## src/rtl/load_size_unit.sv

```systemverilog
// rtl/load_size_unit.sv - multi-cycle load sequencer: one memory read, fixed latency, byte/half/word extract and extend
module load_size_unit #(
    parameter int MEM_LAT     = 1,
    parameter bit CHECK_ALIGN = 1'b1
) (
    input  logic        clk,
    input  logic        reset,
    input  logic        start,
    input  logic [1:0]  LS,
    input  logic        sign_ext,
    input  logic [31:0] addr,
    output logic [31:0] mem_addr,
    output logic        mem_rd,
    input  logic [31:0] mem_rdata,
    output logic [31:0] w_LS,
    output logic        busy,
    output logic        done,
    output logic        err
);

    typedef enum logic [1:0] {
        IDLE = 2'd0,
        READ = 2'd1,
        WAIT = 2'd2
    } state_t;

    localparam logic [3:0] LAT = 4'(MEM_LAT);

    state_t      state, state_nx;
    logic [3:0]  cnt;
    logic [1:0]  ls_q;
    logic        sext_q;
    logic        reject;
    logic        accept;
    logic        capture;
    logic [31:0] ext_data;

    always_comb begin
        reject = 1'b0;
        if (LS == 2'b11)
            reject = 1'b1;
        else if (CHECK_ALIGN && (LS == 2'b00) && (addr[1:0] != 2'b00))
            reject = 1'b1;
        else if (CHECK_ALIGN && (LS == 2'b01) && addr[0])
            reject = 1'b1;
    end

    always_comb begin
        state_nx = state;
        accept   = 1'b0;
        capture  = 1'b0;
        case (state)
            IDLE: begin
                if (start && !reject) begin
                    accept   = 1'b1;
                    state_nx = READ;
                end
            end
            READ: state_nx = WAIT;
            WAIT: begin
                // cnt==1 marks the cycle in which mem_rdata is valid
                if (cnt == 4'd1) begin
                    capture  = 1'b1;
                    state_nx = IDLE;
                end
            end
            default: state_nx = IDLE;
        endcase
    end

    always_comb begin
        ext_data = mem_rdata;
        case (ls_q)
            2'b01:   ext_data = {{16{sext_q & mem_rdata[15]}}, mem_rdata[15:0]};
            2'b10:   ext_data = {{24{sext_q & mem_rdata[7]}}, mem_rdata[7:0]};
            default: ext_data = mem_rdata;
        endcase
    end

    always_ff @(posedge clk) begin
        if (reset) begin
            state    <= IDLE;
            cnt      <= 4'd0;
            ls_q     <= 2'b00;
            sext_q   <= 1'b0;
            mem_addr <= 32'd0;
            mem_rd   <= 1'b0;
            w_LS     <= 32'd0;
            done     <= 1'b0;
            err      <= 1'b0;
        end else begin
            state  <= state_nx;
            mem_rd <= accept;
            done   <= 1'b0;
            err    <= 1'b0;
            if (state == IDLE && start) begin
                if (reject) begin
                    done <= 1'b1;
                    err  <= 1'b1;
                end else begin
                    ls_q     <= LS;
                    sext_q   <= sign_ext;
                    mem_addr <= addr;
                    cnt      <= LAT;
                end
            end
            if (state == WAIT) begin
                if (capture) begin
                    w_LS <= ext_data;
                    done <= 1'b1;
                    cnt  <= 4'd0;
                end else begin
                    cnt <= cnt - 4'd1;
                end
            end
        end
    end

    assign busy = (state != IDLE);

endmodule
```

## config.mk

```make
export PLATFORM = sky130hd
export DESIGN_NAME = load_size_unit
export DESIGN_NICKNAME = d
export VERILOG_FILES = /design/src/rtl/load_size_unit.sv
export SDC_FILE = /design/constraint.sdc
export NUM_CORES = 1
export LEC_CHECK = 0
export CORE_MARGIN = 3
export CORE_UTILIZATION = 43
export CTS_BUF_LIST = sky130_fd_sc_hd__clkbuf_4 sky130_fd_sc_hd__clkbuf_8
export DETAILED_ROUTE_END_ITERATION = 8
export GPL_TIMING_DRIVEN = 0
export PLACE_DENSITY = 0.82
export SLEW_MARGIN = 20
export SYNTH_ARGS = -nofsm -noshare
export SYNTH_HDL_FRONTEND = slang
export SYNTH_SLANG_ARGS = --single-unit
```

## constraint.sdc

```tcl
create_clock -name clk -period 2.4 [get_ports clk]
set_clock_uncertainty 0.05 [all_clocks]
set_input_delay 0.36 -clock clk [delete_from_list [all_inputs] [get_ports clk]]
set_output_delay 0.36 -clock clk [all_outputs]
set_load 0.005 [all_outputs]
```

=== Word-level counts from Yosys, hierarchy flattened ===
Index checks and enable logic that the tools add are counted.

* Output and inout port bits: 68
* Register bits after elaboration: 76
* Logic and storage cells: 57
* Input port bits: 70

* $add $sub $neg: 1
* Muxes and demuxes: 18
* Reductions and logical operators: 15
* Bitwise operators: 4
* Eq/ne operators: 10

{| class="wikitable"
|+ Operator list
! kind !! count
|-
| $pmux 32 s2 || 1
|-
| $mux 4 || 4
|-
| $mux 1 || 10
|-
| $reduce_and 2->1 || 4
|-
| $eq 2x1->1 const B || 3
|-
| $eq 2x2->1 const B || 3
|-
| $pmux 2 s3 || 1
|-
| $reduce_bool 2->1 || 3
|-
| $eq 4x1->1 const B || 1
|-
| $logic_and 1x1->1 || 4
|-
| $logic_not 2->1 || 2
|-
| $mux 2 || 2
|-
| $ne 2x2->1 const B || 2
|-
| $sub 4x1->4 const B || 1
|-
| $and 1x1->1 || 2
|-
| $ne 2x1->1 const B || 1
|-
| $not 1->1 || 2
|-
| $reduce_or 2->1 || 1
|-
| $logic_not 1->1 || 1
|}

=== Depth between registers and ports, before layout ===
* Depth after elaboration: 9
* Depth in mapped cells: 8
* Depth with buffers taken out: 6

=== Least setup slack after synthesis ===
No wires, ideal clock.

* Path kind: flip-flop to flip-flop
* From: reg ls_q[0]
* To: reg w_LS[10]
* Buffers on the path: 2
* Clock period less this slack: 1.678 ns
* Arrival: 1.496 ns
* Cell stages (with the launch flop): 8
* Library setup time: 0.132 ns
* Setup slack: 0.722 ns
* Required time: 2.218 ns
* Cells stage by stage: dfxtp_1 > inv_1 > ha_1 > buf_2 > or2_2 > clkbuf_2 > a211oi_1 > nor3_1

* Longest elaborated chain between the ends: 2
* Elaborated cells on any way between the ends: 3
* Classes of those cells: eq/ne (2); mux (1)

{| class="wikitable"
|+ Ends and longest elaborated chain
! element !! line !! RTL
|-
| start: declaration || 31 || <nowiki>logic [1:0] ls_q;</nowiki>
|-
| start signal: assignment || 84 || <nowiki>ls_q <= 2'b00;</nowiki>
|-
| start signal: assignment || 101 || <nowiki>ls_q <= LS;</nowiki>
|-
| $eq 2x2->1 or $eq 2x1->1 (tied branches) || 73 || <nowiki>case (ls_q)</nowiki>
|-
| $pmux 32 s2 * || 73 ||
|-
| end signal: assignment || 109 || <nowiki>w_LS <= ext_data;</nowiki>
|-
| end: declaration || 15 || <nowiki>output logic [31:0] w_LS,</nowiki>
|}

Mark *: on every way between the ends. The rest lies on a longest branch, timed or not.
A chain may end at the register's enable or synchronous reset.

=== Final worst setup path ===
* From: reg state[1]
* To: out busy

* Longest elaborated chain between the ends: 1

{| class="wikitable"
|+ Ends and longest elaborated chain
! element !! line !! RTL
|-
| start: declaration || 29 || <nowiki>state_t state, state_nx;</nowiki>
|-
| start signal: assignment || 92 || <nowiki>state <= state_nx;</nowiki>
|-
| $reduce_bool 2->1 || 119 || <nowiki>assign busy = (state != IDLE);</nowiki>
|-
| end: declaration || 16 || <nowiki>output logic busy,</nowiki>
|}

No other way between the ends.

==> flow_summary_export.csv <==
group,metric,value,unit
status,outcome,"finished clean",
pwr,power_frac_comb,0.152,
placement,portBuffers,137,
clocking,clock_latency,0.34,ns
sta,hold_ws,0.409,ns
pwr,power_density,596,nW/um^2
synthesis,yosys.area.top_type,"dfxtp_1",
worst_setup_path,path_cells,"nor2_1, inv_1, clkdlybuf4s50_1",
worst_setup_path,cp_max_fo,6,
synthesis,synth_edf_count,0,
floorplanning,initial_core_util,0.447,
worst_setup_path,critical_path_class,"reg2out",
pwr,p_leak,1.66,nW
pwr,pwr-share-clk,0.379,
sta,rsz0062_at_grt,"false",
clocking,cts-root-buf,"clkbuf_8",
floorplanning,row_count,30,
synthesis,synth_top_area_share,0.498,
sta,layout_min_cycle_time,1.89,ns
detailed_routing,routed_wl,8.78,mm
detailed_routing,drt-pass1-iter-count,4,
pwr,pwr-share-seq,0.470,
clocking,cts_setup_buffers,0,
detailed_routing,via_per_inst,5.18,
grt,grt_pass1_vias,3080,
synthesis,syn-instance-count,361,
min_path,worstHoldPathType,"reg2reg",
sta,max_freq,0.529,GHz
clocking,htreeDepth,3,
clocking,cts.repair.resized,0,
sta,finalHoldViolCount,0,
detailed_routing,ant_nets,0,
floorplanning,io_pins,138,
sta,setup_viol,0,
synthesis,yosysSeqAreaShare,0.498,
synthesis,syn-cell-area,3050,sq um
synthesis,synth.yosys.warnings,0,
clocking,cts_sinks,76,
floorplanning,die_w,90.3,microns
cells_and_area,insertedDiodeCount,0,
grt,grt_pass1_wl,14.4,mm
floorplanning,dieArea,8150,sq um
sta,max_slew_margin,0.670,
worst_setup_path,start_kind,"flop",
synthesis,syn_area_per_cell,8.46,sq um
synthesis,synth-seq-cells,76,
cells_and_area,area_growth_syn_to_layout,56.0,%
grt,antenna_found_initial,0,
worst_setup_path,cpPeakStageDelay,0.51,ns
sta,finalCritPeriodShare,0.787,
grt,grt_max_degree,13,
pwr,peakVddDrop,0.483,mV
detailed_routing,drcViolationCount,0,
detailed_routing,routedWlPerCell,14.4,microns
cells_and_area,final_cells,609,
cells_and_area,final_net_count,583,
synthesis,ys_async_sr_fraction,0,
pwr,p_int,2.16,mW
worst_setup_path,slowest_stage,"clkdlybuf4s50_1",
worst_setup_path,worstPathArrival,1.48,ns
grt,grtUsageTotal,0.213,
placement,placedCellCount,594,
clocking,hold_buffers,0,
worst_setup_path,endpoint_kind,"primary output",
cells_and_area,drive_above_1_share,0.0799,
cells_and_area,finalCoreUtilization,0.697,
cells_and_area,fillers,582,
sta,tightest_slew,0.494,ns
synthesis,syn_nets,435,
cells_and_area,layout_common_cells,"clkdlybuf4s50_1, dfxtp_1, a21oi_1",
clocking,cts_max_path_buffers,2,
worst_setup_path,required,1.99,ns
sta,final.setup.tns,0,ns
clocking,clk_pin_slew,0.08,ns
placement,gp_congestion,0.788,
clocking,tritoncts,"yes",
pwr,p_sw,0.679,mW
placement,dp_hpwl,6.40,mm
cells_and_area,design_area,4760,sq um
placement,dpl_cell_area,4540,sq um
floorplanning,core-area,6830,sq um
synthesis,synth.area.top_cells,"dfxtp_1, a21oi_1, nand3_1",
run,maxCapViolCount,0,
grt,grt_overflow,0,
detailed_routing,num_vias,3156,
synthesis,yosysUniqueCellTypes,39,
floorplanning,fp.dieH,90.3,microns
synthesis,synth_ff_type,"dfxtp_1",
sta,slew_viol_final,0,
clocking,numCtsBuffers,9,
detailed_routing,drtIter0Drc,85,
cells_and_area,final_common_cell,"clkdlybuf4s50_1",
pwr,sw_frac_of_total,0.239,
## routing by layer
layer,GRT usage,up-vias,part of all wire
li1,-,1564,-
met1,0.254,1461,0.42
met2,0.358,123,0.47
met3,0.0742,8,0.097
met4,0.0714,0,0.012
met5,0,-,0
## Yosys cell counts (2+ instances only)
master and number:
ha_1 4, nand2b_1 3, nor3_1 12, nand2_1 35, a211oi_1 22, nand3_1 36, clkbuf_1 12, a211oi_2 2
nor2_1 29, buf_2 15, inv_1 6, o21ai_0 34, buf_6 3, buf_1 3, dfxtp_1 76, a21oi_1 46
## final cells by class
class	instances	area, sq um	share of cell area
Sequential cell	76	1520	0.319
Timing Repair Buffer	137	1370	0.288
Multi-Input combinational cell	245	1340	0.281
Buffer	34	170	0.0357
Clock buffer	11	145	0.0305
Tap cell	96	120	0.0252
Clock inverter	4	73.8	0.0155
Inverter	6	22.5	0.00473
## power groups by stage
stage	Sequential (mW)	Combinational [mW]	Clock (mW)
after floorplan	1.36	0.179	0
after detailed placement	1.36	0.429	0
after CTS	1.33	0.434	1.09
after global routing	1.34	0.474	1.13
after global placement	1.36	0.423	0
final	1.33	0.432	1.08
## logic make-up (layout without fill, tap and decap cells)
logic type                 count (synthesis)  count (layout)  synth area share
DFF                                       76              76             0.498
AOI/OAI and AO/OA                        113             113             0.218
and+or+nand+nor                          128             128             0.204
adders and majority gates                  4               4            0.0164
buffers and inverters                     40             192            0.0631
## per-stage QoR
| step | setup WS (ns) | total power, mW |
|---|---|---|
| after floorplan | 0.722 | 1.54 |
| after global placement | 0.317 | 1.78 |
| after detailed placement | 0.291 | 1.79 |
| after CTS | 0.504 | 2.86 |
| after global routing | 0.365 | 2.95 |
| final | 0.511 | 2.84 |
## registers in the layout (all words and copies together), names as in the netlist
signal,cells
cnt,4
done,1
err,1
ls_q,2
mem_addr,32
mem_rd,1
sext_q,1
state,2
w_LS,32
## final timing paths
check | from | to | slack [ns] | cells after the start
hold reg to reg | w_LS[6]$_SDFFE_PP0P_ | w_LS[6]$_SDFFE_PP0P_ | 0.41 | 2
hold / removal | w_LS[6]$_SDFFE_PP0P_ | w_LS[6]$_SDFFE_PP0P_ | 0.41 | 2
setup reg to reg | ls_q[0]$_SDFFE_PP0P_ | w_LS[12]$_SDFFE_PP0P_ | 0.57 | 7
setup / recovery | state[1]$_SDFFE_PP0P_ | busy | 0.51 | 3
## worst max-delay path, delay by kind of cell (launching register included)
| kind | cells | cell delay (ns) |
|---|---|---|
| buffers and inverters | 2 | 0.57 |
| and+or+nand+nor | 1 | 0.12 |
| DFF | 1 | 0.45 |
(Power assumes the default switching activity.)
